<file path="src/rtl/nand_pipe_if.sv">
// Operand/result handshake bundle for nand_pipe: operand side (in_*, a, b, en, inv),
// result side (out_*, y) and the delivered-result counter.
interface nand_pipe_if #(
    parameter int WIDTH = 4
);
    logic             in_valid;
    logic             in_ready;
    logic [WIDTH-1:0] a;
    logic [WIDTH-1:0] b;
    logic [WIDTH-1:0] en;
    logic             inv;
    logic             out_valid;
    logic             out_ready;
    logic [WIDTH-1:0] y;
    logic [15:0]      count;

    modport slave (
        input  in_valid, a, b, en, inv, out_ready,
        output in_ready, out_valid, y, count
    );

    modport master (
        output in_valid, a, b, en, inv, out_ready,
        input  in_ready, out_valid, y, count
    );
endinterface

</file>
<file path="src/rtl/nand_pipe.sv">
// Masked NAND/AND unit followed by a DEPTH-stage elastic pipeline with
// valid/ready on both sides and a wrapping count of delivered results.
module nand_pipe #(
    parameter int WIDTH = 4,
    parameter int DEPTH = 2
) (
    input  logic        clk,
    input  logic        rst_n,
    nand_pipe_if.slave  bus
);
    logic [WIDTH-1:0] result;
    logic [DEPTH:0]   free;
    logic [DEPTH-1:0] advance;
    logic [DEPTH-1:0] src_valid;
    logic [WIDTH-1:0] src_data [DEPTH];

    logic [DEPTH-1:0] valid_q;
    logic [DEPTH-1:0] valid_d;
    logic [WIDTH-1:0] data_q [DEPTH];
    logic [WIDTH-1:0] data_d [DEPTH];
    logic [15:0]      count_q;
    logic [15:0]      count_d;

    assign result = bus.en & (bus.inv ? (bus.a & bus.b) : ~(bus.a & bus.b));

    // A stage is free when empty or when its content moves on this cycle; the
    // ready chain runs backwards from out_ready and never looks at in_valid.
    always_comb begin
        free         = '0;
        advance      = '0;
        free[DEPTH]  = bus.out_ready;
        for (int k = DEPTH - 1; k >= 0; k--) begin
            advance[k] = valid_q[k] && free[k + 1];
            free[k]    = !valid_q[k] || advance[k];
        end
    end

    genvar gi;
    generate
        for (gi = 0; gi < DEPTH; gi++) begin : g_stage
            if (gi == 0) begin : g_head
                assign src_valid[gi] = bus.in_valid && free[0];
                assign src_data[gi]  = result;
            end else begin : g_link
                assign src_valid[gi] = valid_q[gi - 1];
                assign src_data[gi]  = data_q[gi - 1];
            end
        end
    endgenerate

    always_comb begin
        valid_d = valid_q;
        for (int k = 0; k < DEPTH; k++) begin
            data_d[k] = data_q[k];
            if (free[k]) begin
                valid_d[k] = src_valid[k];
                if (src_valid[k]) begin
                    data_d[k] = src_data[k];
                end
            end
        end
        count_d = (valid_q[DEPTH - 1] && bus.out_ready) ? count_q + 16'd1 : count_q;
    end

    always_ff @(posedge clk) begin
        if (!rst_n) begin
            valid_q <= '0;
            count_q <= '0;
            for (int k = 0; k < DEPTH; k++) begin
                data_q[k] <= '0;
            end
        end else begin
            valid_q <= valid_d;
            count_q <= count_d;
            for (int k = 0; k < DEPTH; k++) begin
                data_q[k] <= data_d[k];
            end
        end
    end

    // Reset forces ready high so upstream sees an empty pipe; the reset branch
    // above still prevents anything from being captured on that edge.
    assign bus.in_ready  = !rst_n || free[0];
    assign bus.out_valid = valid_q[DEPTH - 1];
    assign bus.y         = data_q[DEPTH - 1];
    assign bus.count     = count_q;
endmodule

</file>
<file path="src/flat_wrapper.sv">
// flat-port wrapper written by rule: the top's interface ports become plain ports
module nand_pipe_flat 
#(
    parameter int WIDTH = 4,
    parameter int DEPTH = 2
)
  (clk, rst_n, bus_in_valid, bus_a, bus_b, bus_en, bus_inv, bus_out_ready, bus_in_ready, bus_out_valid, bus_y, bus_count);
  nand_pipe_if #(.WIDTH(WIDTH)) bus_i ();
  input  logic clk;
  input  logic rst_n;
  input wire logic [$bits(bus_i.in_valid)-1:0] bus_in_valid;
  input wire logic [$bits(bus_i.a)-1:0] bus_a;
  input wire logic [$bits(bus_i.b)-1:0] bus_b;
  input wire logic [$bits(bus_i.en)-1:0] bus_en;
  input wire logic [$bits(bus_i.inv)-1:0] bus_inv;
  input wire logic [$bits(bus_i.out_ready)-1:0] bus_out_ready;
  output wire logic [$bits(bus_i.in_ready)-1:0] bus_in_ready;
  output wire logic [$bits(bus_i.out_valid)-1:0] bus_out_valid;
  output wire logic [$bits(bus_i.y)-1:0] bus_y;
  output wire logic [$bits(bus_i.count)-1:0] bus_count;
  assign bus_i.in_valid = bus_in_valid;
  assign bus_i.a = bus_a;
  assign bus_i.b = bus_b;
  assign bus_i.en = bus_en;
  assign bus_i.inv = bus_inv;
  assign bus_i.out_ready = bus_out_ready;
  assign bus_in_ready = bus_i.in_ready;
  assign bus_out_valid = bus_i.out_valid;
  assign bus_y = bus_i.y;
  assign bus_count = bus_i.count;
  nand_pipe #(.WIDTH(WIDTH), .DEPTH(DEPTH)) u_core (.clk(clk), .rst_n(rst_n), .bus(bus_i));
endmodule
</file>
<file path="config.mk">
export PLATFORM = sky130hd
export DESIGN_NAME = nand_pipe_flat
export DESIGN_NICKNAME = d
export VERILOG_FILES = /design/src/rtl/nand_pipe_if.sv /design/src/rtl/nand_pipe.sv /design/src/flat_wrapper.sv
export SDC_FILE = /design/constraint.sdc
export NUM_CORES = 1
export LEC_CHECK = 0
export CORE_UTILIZATION = 35
export CTS_BUF_LIST = sky130_fd_sc_hd__clkbuf_16
export DETAILED_ROUTE_END_ITERATION = 12
export PLACE_DENSITY = 0.69
export SLEW_MARGIN = 20
export SYNTH_ARGS = -nofsm -noshare
export SYNTH_HDL_FRONTEND = slang
export SYNTH_SLANG_ARGS = --single-unit
</file>
<file path="constraint.sdc">
create_clock -name clk -period 2.2 [get_ports clk]
set_clock_uncertainty 0.15 [all_clocks]
set_input_delay 0.44 -clock clk [delete_from_list [all_inputs] [get_ports clk]]
set_output_delay 0.44 -clock clk [all_outputs]
set_load 0.05 [all_outputs]
</file>
# After elaboration in Yosys (flattened, before gate mapping)
# Memory sizes are Yosys's and may differ from the RTL's.
# Index checks and enable logic that the tools add are counted.
[totals]
inputBits = 17
n_memories = 1
out_inout_bits = 22
reg_bits = 18
ramBits = 8
word_cells = 28
[op_classes]
bitwise = 5
n_mux = 9
n_reduce_logical = 9
addsub = 1
[mem_list]
columns = ["name", "words", "width", "read_ports", "rd_ports_with_merged_regs", "wr", "line_no", "source"]
rows = [
  ["u_core.data_q", 2, 4, 2, 0, 2, "nand_pipe.sv:19", "logic [WIDTH-1:0] data_q [DEPTH];"],
]
[op_table]
columns = ["cell", "n"]
rows = [
  ["$mux W4", 7],
  ["$add A16 B1 Y16 const B", 1],
  ["$and A4 B4 Y4", 2],
  ["$not A4 Y4", 1],
  ["$logic_and A1 B1 Y1", 3],
  ["$logic_not A1 Y1", 3],
  ["$logic_or A1 B1 Y1", 3],
  ["$mux W1", 2],
  ["$or A1 B1 Y1", 2],
]

# Depth between registers and ports, before layout
# Gate-level depths: netlist of run 1.
[logic_depth]
depth_word = 8
depth_mapped = 6
ltp_nobuf = 4

# Least setup slack after synthesis of run 1
# No wires, ideal clock.
[synth_timing]
path_kind = "flip-flop to flip-flop"
startpoint = "register u_core.valid_q[1]"
endpoint = "register u_core.count_q[15], in the netlist u_core.bus.count[15]"
setup_slack_ns = 0.142
required_ns = 1.980
path_buffers = 2
period_less_slack_ns = 2.058
t_arrival_ns = 1.839
path_stages_with_launch = 7
setup_ns = 0.070
path_cell_list = "dfxtp_1 > buf_2 > and4_1 > buf_6 > nand2_2 > or4_1 > a21oi_1"
[synth_via]
elab_chain_len = 1
[synth_rtl]
columns = ["element", "line_no", "source"]
rows = [
  ["from (decl)", "nand_pipe.sv:17", "logic [DEPTH-1:0] valid_q;"],
  ["from (signal assigned)", "nand_pipe.sv:73", "valid_q <= valid_d;"],
  ["$logic_and A1 B1 Y1", "nand_pipe.sv:62", "count_d = (valid_q[DEPTH - 1] && bus.out_ready) ? count_q + 16'd1 : count_q;"],
  ["to (signal assigned)", "nand_pipe.sv:74", "count_q <= count_d;"],
  ["to (decl)", "nand_pipe.sv:21", "logic [15:0] count_q;"],
]
# No other way between the ends.
# A chain may end at the register's enable or synchronous reset.

# Worst setup path after layout of run 1
[layout_timing]
startpoint = "register u_core.count_q[9], in the netlist u_core.bus.count[9]"
endpoint = "output bus_count[9]"
[layout_rtl]
columns = ["element", "line_no", "source"]
rows = [
  ["to (decl)", "flat_wrapper.sv:20", "output wire logic [$bits(bus_i.count)-1:0] bus_count;"],
]
# No word-level cell between the ends.

==> reports/metrics.csv, run 1 <==
stage,metric,value,unit
die,placementRows,20,
grt,grt_max_degree,15,
cells_and_area,multi_input_area,596,um^2
grt,gr-max-usage-layer,met2,
worst_setup_path,worstRegToRegCells,4,
worst_setup_path,end_kind,primary output,
worst_setup_path,critPathLaunchType,register,
clock_network,cts_max_level,1,
route,vias_per_cell,4.89,
worst_setup_path,critPathSlowestCell,clkdlybuf4s50_1,
grt,antenna_found_initial,0,
synth,ys.warnings.count,0,
outcome,status,"finished, final reports clean",
worst_setup_path,r2r-start,u_core.valid_q[1]$_SDFFE_PN0P_,
synth,yosys.area.top_type,dfxtp_1,
timing,setup_slack,0.110,ns
timing,max_freq,0.478,GHz
die,start_util,37.9,%
route,drc,0,
grt,globalRouteOverflowTotal,0,
timing,fin_tns_setup,0,ns
place,placed_cell_area,1610,um^2
grt,grtUsageMet3,3.68,%
cells_and_area,final-seq-area,520,um^2
worst_setup_path,arrival,1.50,ns
synth,syn_area,1180,um^2
route,wire_per_inst,11.5,um
power_and_ir_drop,p_sw,0.199,mW
power_and_ir_drop,intPower,0.767,mW
worst_setup_path,slowest_delay,0.83,ns
power_and_ir_drop,p_seq_share,50.3,%
cells_and_area,final_nets,197,
power_and_ir_drop,leakagePower,0.665,nW
grt,grt_use_total,16.0,%
synth,synth_cells,139,
place,hpwl,1960,um
worst_setup_path,crit_chain,clkdlybuf4s50_1,
power_and_ir_drop,switching_share,20.6,%
timing,period_needed,2.09,ns
timing,setup-violations-final,0,
die,pin_count,39,
cells_and_area,fill_cells,296,
power_and_ir_drop,peakVddDrop,0.333,mV
worst_hold_path,hold_class,reg -> reg,
worst_setup_path,timing_worst_setup_path_type,reg -> out,
die,die_w,60.2,um
grt,met2_usage,30.0,%
route,drtIter0Drc,58,
die,die_area,3620,um^2
die,coreArea,3130,um^2
timing,worst_slew_pin_slew,0.509,ns
cells_and_area,drive_gt1_share,7.91,%
clock_network,cts.sink_count,26,
clock_network,cts.reportedPaths.clkPinSlew,0.06,ns
place,port_buffers,38,
clock_network,holdBufCountCts,0,
die,die_height,60.2,um
job,cap_violations,0,
timing,hold_ws,0.307,ns
clock_network,clock_latency,0.25,ns
worst_setup_path,crit_fanout,5,
synth,ys_seq_elements,26,
synth,synthFlopType,dfxtp_1,
worst_setup_path,critPathBufInv,1,
timing,slew_headroom,66.0,%
cells_and_area,final_common_cell,clkdlybuf4s50_1,
cells_and_area,final_cell_mix,"clkdlybuf4s50_1 (36), dfxtp_1 (26), nor2_1 (17)",
synth,synth_area_leaders,"dfxtp_1 (44%), xor2_1 (9.6%), nor2_1 (5.4%), mux2i_1 (5.1%), nand2_1 (5.1%)",
worst_setup_path,r2r_slack,0.44,ns
power_and_ir_drop,power_density,573,nW/um^2
route,drt_first_pass_iters,4,
synth,syn_area_per_cell,8.52,um^2
cells_and_area,design_area,1690,um^2
cells_and_area,area_growth,42.3,%
clock_network,cts_buffers,3,
worst_setup_path,worst_r2r_endpoint,u_core.bus.count[15]$_SDFFE_PN0P_,
clock_network,cts_root_buffer,clkbuf_16,
synth,synthDistinctLibCells,29,
place,dp_slack,0.0192,ns
synth,synth_edf_count,0,
grt,grt_pass1_vias,1060,
route,num_vias,1080,
cells_and_area,antenna_cells,0,
clock_network,cts_resized,0,
worst_hold_path,holdPathEnd,u_core.data_q[0][0]$_SDFFE_PN0P_,
timing,drv_slew,0,
clock_network,post-cts-setup-buffers,0,
timing,finalHoldViolCount,0,
worst_setup_path,crit_family,buffers and inverters,
clock_network,tritoncts,done,
worst_setup_path,required,1.61,ns
synth,synth_top_area_share,43.9,%
synth,async_flop_share,0,%
timing,rsz0062_at_grt,no,
worst_setup_path,crit_start,u_core.bus.count[9]$_SDFFE_PN0P_,
synth,synthesis.nets,157,
route,drt_wl_total,2550,um
place,gp_congestion,0.777,
power_and_ir_drop,pwr-share-comb,9.5,%
route,final_antenna_net_count,0,
power_and_ir_drop,clkPwrFrac,40.3,%
timing,post-route-period-util,95.0,%
synth,seq_area_frac_synth,43.9,%
grt,grt_first_pass_wirelength,4390,um
worst_hold_path,min_path_cells,2,
clock_network,clockBufferDepth,2,
grt,grtUsageMet1,17.4,%
worst_hold_path,min_from,u_core.data_q[0][0]$_SDFFE_PN0P_,
==> cell usage after synthesis, drive strengths merged, types with 2 or more instances <==
cell and count:
a21oi 9, nand2b 2, clkbuf 2, and2 4
buf 6, nand2 17, nor2 17, dfxtp 26
nand4 5, mux2i 6, nand3 11, and4 2
xor2 13, and3 4, or3 2, inv 4
o21ai 3
==> layout make-up <==
type | count | share of cell area (%)
Multi-Input combinational cell | 101 | 35.3
Sequential cell | 26 | 30.9
Timing Repair Buffer | 43 | 25.2
Clock buffer | 3 | 4.45
Tap cell | 44 | 3.26
Inverter | 4 | 0.890
==> per-layer routing <==
layer / part of all wire [%] / vias to the layer above
met5: 0 / -
met4: 1.1 / 0
met3: 5.9 / 5
met2: 52 / 39
met1: 41 / 497
li1: - / 539
==> metrics by stage <==
step	std cells	power, mW	util [%]
after floorplan	139	0.539	-
after global placement	218	0.586	51.5
after detailed placement	218	0.588	51.5
after CTS	221	0.974	53.9
after global routing	221	1.00	53.9
final	221	0.966	53.9
==> sequential cells by signal, summed over array words and instances (netlist names) <==
| name | cells |
|---|---|
| u_core.data_q | 8 |
| u_core.valid_q | 2 |
| u_core.bus.count | 16 |
==> power by group through the flow <==
stage | logic [mW] | registers, mW | clock network, mW
after floorplan | 0.0388 | 0.500 | 0
after global placement | 0.0900 | 0.496 | 0
after detailed placement | 0.0922 | 0.496 | 0
after CTS | 0.0928 | 0.485 | 0.396
after global routing | 0.0998 | 0.487 | 0.415
final | 0.0914 | 0.486 | 0.389
==> logic make-up after synthesis <==
| group | share of synthesized area (%) |
|---|---|
| simple gates | 28.1 |
| flops | 43.9 |
| xor+xnor | 10.3 |
| compound gates | 5.70 |
| buf+inv | 5.81 |
| mux | 5.07 |
| fa+ha+maj | 1.06 |
==> worst max-delay path by stage <==
stage / depth (start not counted) / end
global placement: 5 / u_core.bus.count[15]$_SDFFE_PN0P_
detailed placement: 5 / u_core.bus.count[15]$_SDFFE_PN0P_
global route: 5 / bus_in_ready
CTS: 1 / bus_count[0]
floorplan: 6 / u_core.bus.count[15]$_SDFFE_PN0P_
finish: 1 / bus_count[9]
Note: power is estimated with default switching activity, not from simulation.
==> run 2: changes to the inputs <==
==> constraint.sdc (replaced) <==
create_clock -name clk -period 2.2 [get_ports clk]
set_clock_uncertainty 0.15 [all_clocks]
set_input_delay 0.55 -clock clk [delete_from_list [all_inputs] [get_ports clk]]
set_output_delay 0.55 -clock clk [all_outputs]
set_load 0.05 [all_outputs]
==> run 2 against run 1 <==
  * Die area stayed put
  * Flip-flop and latch count is the same
  * Final cell count is 1.8% higher
  * Critical endpoint is now bus_count[15]
  * Largest power group unchanged
==> reports/metrics.csv, run 2 (synthesized netlist as in run 1, its figures left out) <==
stage,metric,value,unit,change
outcome,status,"finished, final reports clean",,
timing,finalHoldViolCount,0,,unchanged
cells_and_area,antenna_cells,0,,unchanged
timing,post-route-period-util,95.8,%,+0.77 points
worst_setup_path,critPathLaunchType,register,,
cells_and_area,final-seq-area,520,um^2,unchanged
job,cap_violations,0,,unchanged
cells_and_area,final_nets,201,,+2.0%
power_and_ir_drop,clkPwrFrac,40.3,%,about the same
route,drc,0,,unchanged
worst_hold_path,hold_class,reg -> reg,,
timing,setup-violations-final,0,,unchanged
worst_setup_path,crit_chain,clkdlybuf4s50_1,,
power_and_ir_drop,peakVddDrop,0.367,mV,+10%
grt,grt_max_degree,14,,-1
timing,drv_slew,0,,unchanged
place,gp_congestion,0.800,,+2.9%
cells_and_area,fill_cells,312,,+5.4%
clock_network,cts_buffers,3,,unchanged
cells_and_area,postLayoutCoreUtil,53.5,%,-0.44 points
power_and_ir_drop,power_density,578,nW/um^2,+0.97%
place,port_buffers,38,,unchanged
grt,globalRouteOverflowTotal,0,,unchanged
clock_network,clock_latency,0.25,ns,about the same
worst_setup_path,crit_family,buffers and inverters,,
route,drt_first_pass_iters,4,,unchanged
die,die_area,3620,um^2,unchanged
timing,fin_tns_setup,0,ns,unchanged
clock_network,cts.reportedPaths.clkPinSlew,0.06,ns,about the same
worst_setup_path,crit_fanout,3,,-2
cells_and_area,largest_register_ffs,16,,unchanged
worst_setup_path,critPathBufInv,1,,unchanged
die,die_height,60.2,um,unchanged
cells_and_area,final_common_cell,buf_4,,
power_and_ir_drop,leakagePower,0.720,nW,+8.2%
grt,antenna_found_initial,0,,unchanged
place,placed_cell_area,1600,um^2,-0.78%
timing,period_needed,2.11,ns,+0.0170 ns
worst_setup_path,end_kind,primary output,,
clock_network,tritoncts,done,,
cells_and_area,final_cell_mix,"buf_4 (27), dfxtp_1 (26), clkdlybuf4s50_1 (18)",,
place,hpwl,2070,um,+5.7%
worst_setup_path,required,1.50,ns,-0.11 ns
grt,grt_first_pass_wirelength,4370,um,-0.32%
cells_and_area,design_area,1670,um^2,-0.82%
route,drt_wl_total,2600,um,+1.9%
die,placementRows,20,,unchanged
power_and_ir_drop,p_sw,0.200,mW,+0.65%
timing,max_freq,0.475,GHz,-0.81%
clock_network,cts_root_buffer,clkbuf_16,,
power_and_ir_drop,p_seq_share,50.3,%,about the same
die,die_w,60.2,um,unchanged
route,drtIter0Drc,35,,-40%
timing,worst_slew_pin_slew,0.497,ns,-0.0118 ns
route,num_vias,1066,,-1.3%
die,start_util,37.9,%,unchanged
route,wire_per_inst,11.5,um,+0.11%
grt,grt_use_total,16.1,%,+0.11 points
cells_and_area,drive_gt1_share,19.3,%,+11 points
cells_and_area,multi_input_area,596,um^2,unchanged
timing,slew_headroom,66.8,%,+0.79 points
clock_network,cts.sink_count,26,,unchanged
grt,grt_pass1_vias,1098,,+3.6%
power_and_ir_drop,power,0.967,mW,+0.14%
worst_setup_path,timing_worst_setup_path_type,reg -> out,,
route,final_antenna_net_count,0,,unchanged
worst_setup_path,arrival,1.41,ns,-0.09 ns
clock_network,post-cts-setup-buffers,0,,unchanged
power_and_ir_drop,switching_share,20.7,%,+0.10 points
die,coreArea,3130,um^2,unchanged
clock_network,clockBufferDepth,2,,unchanged
timing,rsz0062_at_grt,no,,
power_and_ir_drop,intPower,0.767,mW,about the same
worst_setup_path,slowest_delay,0.81,ns,-0.02 ns
route,vias_per_cell,4.74,,-3.1%
timing,hold_ws,0.305,ns,-0.00224 ns
cells_and_area,area_growth,41.2,%,
worst_setup_path,critPathSlowestCell,clkdlybuf4s50_1,,
clock_network,holdBufCountCts,0,,unchanged
die,pin_count,39,,unchanged
power_and_ir_drop,pwr-share-comb,9.5,%,about the same
clock_network,cts_max_level,1,,unchanged
## run 2: changes by cell type in the layout (fill, tap and decap cells not counted), sizes merged
| cell | delta |
|---|---|
| buf | +21 |
| clkdlybuf4s50 | -18 |
| dlygate4sd2 | +1 |
## run 2: power groups by stage
stage               Clock [mW]  Sequential [mW]  Combinational, mW
floorplan                    0            0.500             0.0388
global placement             0            0.496             0.0912
detailed placement           0            0.496             0.0936
CTS                      0.398            0.486             0.0931
global route             0.423            0.487             0.0996
finish                   0.389            0.486             0.0918
## run 2: cell type report
type	instances	area share, %
tap	44	3.29
clock buffer	3	4.49
timing repair buffer	47	24.6
sequential	26	31.1
inverter	4	0.898
multi-input combinational	101	35.6
## run 2: routing by layer
| metal | wire, um | track usage (%) |
|---|---|---|
| met4 | 11 | 5.65 |
| met5 | 0 | 0 |
| met1 | 1090 | 16.1 |
| met3 | 127 | 3.68 |
| met2 | 1370 | 31.7 |
## run 2: final timing paths
path	from	end	slack, ns	cells after the start
worst max-delay path	u_core.bus.count[15]$_SDFFE_PN0P_	bus_count[15]	0.09	1
worst min-delay path	u_core.data_q[0][3]$_SDFFE_PN0P_	u_core.data_q[0][3]$_SDFFE_PN0P_	0.30	2
worst min register to register	u_core.data_q[0][3]$_SDFFE_PN0P_	u_core.data_q[0][3]$_SDFFE_PN0P_	0.30	2
worst max register to register	u_core.valid_q[1]$_SDFFE_PN0P_	u_core.bus.count[15]$_SDFFE_PN0P_	0.39	4
## run 2: per-stage QoR
| step | worst slack (ns) | instances |
|---|---|---|
| finish | 0.0925 | 225 |
| global route | 0.0284 | 225 |
| CTS | 0.0766 | 225 |
| detailed placement | -0.175 | 222 |
| global placement | -0.134 | 222 |
| floorplan | 0.142 | 139 |
## run 2: what timing repair did
action | 4_1_cts | 5_1_grt
endpoints found under the setup margin | 1 | 0
endpoints found under the hold margin | 0 | 0
gates resized for setup | 1 | 0
==> run 3: changes to the inputs <==
--- a/config.mk
+++ b/config.mk
@@ -5,10 +5,11 @@
 export SDC_FILE = /design/constraint.sdc
 export NUM_CORES = 1
 export LEC_CHECK = 0
+export ABC_AREA = 1
 export CORE_UTILIZATION = 35
-export CTS_BUF_LIST = sky130_fd_sc_hd__clkbuf_16
+export CTS_CLUSTER_DIAMETER = 40
 export DETAILED_ROUTE_END_ITERATION = 12
-export PLACE_DENSITY = 0.69
+export PLACE_DENSITY = 0.68
 export SLEW_MARGIN = 20
 export SYNTH_ARGS = -nofsm -noshare
 export SYNTH_HDL_FRONTEND = slang
==> run 3 against run 2 <==
  * Clock-buffer cell count unchanged
  * Wire length increased by 4.4%
  * Die area increased by 8.7%
  * Sequential power increased by 1%
  * Global-route usage decreased by 0.37 points
  * Critical endpoint is now bus_in_ready
==> reports/metrics.csv, run 3 <==
stage,metric,value,unit,change
outcome,status,"finished, final reports clean",,
place,placed_cell_area,1680,um^2,+5.0%
synth,synth_compound_area_share,9.11,%,+3.4 points
place,gp_congestion,0.730,,-8.8%
cells_and_area,design_area,1750,um^2,+4.6%
die,coreArea,3440,um^2,+10%
synth,syn_area,1290,um^2,+9.0%
clock_network,cts_resized,0,,-1
synth,syn_area_per_cell,6.91,um^2,-19%
timing,drv_slew,0,,unchanged
timing,setup_slack,0.0864,ns,-0.00609 ns
synth,ys_seq_elements,26,,unchanged
synth,synth_area_leaders,"dfxtp_1 (40%), nand2_1 (12%), nor2_1 (12%), nand3_1 (6.6%), inv_1 (4.7%)",,
synth,seq_area_frac_synth,40.3,%,-3.6 points
power_and_ir_drop,peakVddDrop,0.244,mV,-33%
route,num_vias,1240,,+16%
worst_setup_path,r2r-start,u_core.bus.count[1]$_SDFFE_PN0P_,,
clock_network,cts.sink_count,26,,unchanged
timing,max_freq,0.473,GHz,-0.29%
job,cap_violations,0,,unchanged
synth,synth-simple-area-share,39.5,%,+11 points
worst_setup_path,end_kind,primary output,,
cells_and_area,final_nets,245,,+22%
synth,synthesis.nets,205,,+31%
clock_network,cts_root_buffer,clkbuf_8,,
worst_setup_path,crit_fanout,2,,-1
synth,synth_top_family_by_area,simple AND/OR/NAND/NOR gates,,
die,placementRows,21,,+5.0%
synth,ys.warnings.count,0,,unchanged
worst_setup_path,r2r_slack,0.72,ns,+0.33 ns
worst_setup_path,arrival,1.41,ns,about the same
timing,post-route-period-util,96.1,%,+0.28 points
worst_hold_path,holdPathEnd,u_core.bus.count[6]$_SDFFE_PN0P_,,
synth,synth_cells,187,,+35%
place,dp_slack,0.0896,ns,+0.264 ns
grt,grt_first_pass_wirelength,5000,um,+14%
clock_network,tritoncts,done,,
timing,worst_slew_pin_slew,0.493,ns,-0.00429 ns
clock_network,post-cts-setup-buffers,0,,unchanged
synth,synthMuxAreaShare,0,%,-5.1 points
grt,antenna_found_initial,0,,unchanged
synth,synthDistinctLibCells,21,,-28%
grt,grt_max_degree,18,,+4
timing,period_needed,2.11,ns,+0.00609 ns
die,die_w,62.7,um,+4.2%
grt,globalRouteOverflowTotal,0,,unchanged
cells_and_area,area_growth,35.6,%,
worst_setup_path,worst_r2r_endpoint,u_core.bus.count[6]$_SDFFE_PN0P_,,
worst_hold_path,min_path_cells,2,,unchanged
clock_network,holdBufCountCts,0,,unchanged
grt,grt_pass1_vias,1168,,+6.4%
power_and_ir_drop,power_density,579,nW/um^2,about the same
synth,yosys.area.top_type,dfxtp_1,,
die,die_height,62.7,um,+4.2%
worst_setup_path,required,1.50,ns,about the same
cells_and_area,antenna_cells,0,,unchanged
cells_and_area,final_cell_mix,"nand2_1 (41), nor2_1 (41), dfxtp_1 (26)",,
route,final_antenna_net_count,0,,unchanged
die,die_area,3940,um^2,+8.7%
route,wire_per_inst,9.96,um,-14%
synth,synth_top_area_share,40.3,%,-3.6 points
worst_hold_path,min_from,u_core.bus.count[6]$_SDFFE_PN0P_,,
worst_setup_path,critPathLaunchType,input port,,
cells_and_area,drive_gt1_share,16.8,%,-2.5 points
clock_network,cts.reportedPaths.clkPinSlew,0.10,ns,+0.04 ns
clock_network,cts_buffers,3,,unchanged
clock_network,clockBufferDepth,2,,unchanged
clock_network,cts_max_level,1,,unchanged
die,start_util,37.5,%,-0.37 points
power_and_ir_drop,leakagePower,0.743,nW,+3.3%
route,vias_per_cell,4.56,,-3.8%
synth,synth_xor_area_share,2.03,%,-8.3 points
timing,rsz0062_at_grt,no,,
synth,async_flop_share,0,%,unchanged
synth,synth_edf_count,0,,unchanged
route,drt_wl_total,2710,um,+4.4%
clock_network,clock_latency,0.27,ns,+0.02 ns
worst_hold_path,hold_class,reg -> reg,,
place,port_buffers,38,,unchanged
route,drt_first_pass_iters,4,,unchanged
grt,grt_use_total,15.7,%,-0.37 points
timing,setup-violations-final,0,,unchanged
cells_and_area,largest_register_ffs,16,,unchanged
route,drtIter0Drc,75,,+110%
synth,ys_top_cells_by_count,"nand2_1 (41), nor2_1 (41), dfxtp_1 (26)",,
synth,synthFlopType,dfxtp_1,,
cells_and_area,postLayoutCoreUtil,50.9,%,-2.6 points
die,pin_count,39,,unchanged
timing,slew_headroom,67.1,%,+0.29 points
worst_setup_path,timing_worst_setup_path_type,in -> out,,
route,drc,0,,unchanged
timing,finalHoldViolCount,0,,unchanged
place,hpwl,2080,um,+0.81%
worst_setup_path,worstRegToRegCells,6,,+2
timing,fin_tns_setup,0,ns,unchanged
synth,synth_fa_ha_area_share,0.969,%,-0.087 points
run 3: final cells by class:
type	count	area [um^2]
Clock buffer	3	41.3
Clock inverter	1	30.0
Fill cell	355	1690
Inverter	17	63.8
Multi-Input combinational cell	138	667
Sequential cell	26	520
Tap cell	46	57.6
Timing Repair Buffer	41	370
run 3: where the power goes:
group | internal (mW) | total [mW] | switching [mW] | leakage [nW]
logic | 0.0565 | 0.126 | 0.0693 | 0.496
registers | 0.482 | 0.492 | 0.00953 | 0.211
clock network | 0.243 | 0.395 | 0.152 | 0.0357
total | 0.782 | 1.01 | 0.231 | 0.743
run 3: through the flow:
step | power [mW] | instances | hold slack, ns
2_1_floorplan | 0.577 | 187 | 0.299
3_3_place_gp | 0.628 | 268 | 0.306
3_5_place_dp | 0.629 | 268 | 0.312
4_1_cts | 1.03 | 272 | 0.330
5_1_grt | 1.06 | 272 | 0.369
6_report | 1.01 | 272 | 0.333
run 3: routing by layer:
layer | vias to the layer above | share of wire (%) | global-route usage (%) | wire length, um
li1 | 669 | - | - | -
met1 | 552 | 52 | 20.7 | 1410
met2 | 17 | 44 | 25.7 | 1190
met3 | 2 | 2.8 | 2.37 | 77
met4 | 0 | 1.0 | 6.10 | 27
met5 | - | 0 | 0 | 0
run 3: critical path, cell delays in order:
cell and delay (ns):
clkdlybuf4s50_1 0.51, nand4_1 0.16, buf_12 0.19
run 3: logic make-up (layout without fill, tap and decap cells):
logic type	after synthesis	in the layout
and+or+nand+nor	113	113
buffers and inverters	23	62
DFF	26	26
xor gates and xnor gates	3	3
AOI/OAI and AO/OA	21	21
adders and majority gates	1	1
run 3: how the worst max path moves through the flow:
stage / startpoint / end / cells after the start
detailed placement: rst_n / bus_in_ready / 3
CTS: u_core.data_q[0][7]$_SDFFE_PN0P_ / bus_y[3] / 1
global route: u_core.data_q[0][7]$_SDFFE_PN0P_ / bus_y[3] / 1
floorplan: rst_n / bus_in_ready / 3
finish: rst_n / bus_in_ready / 3
global placement: rst_n / bus_in_ready / 3
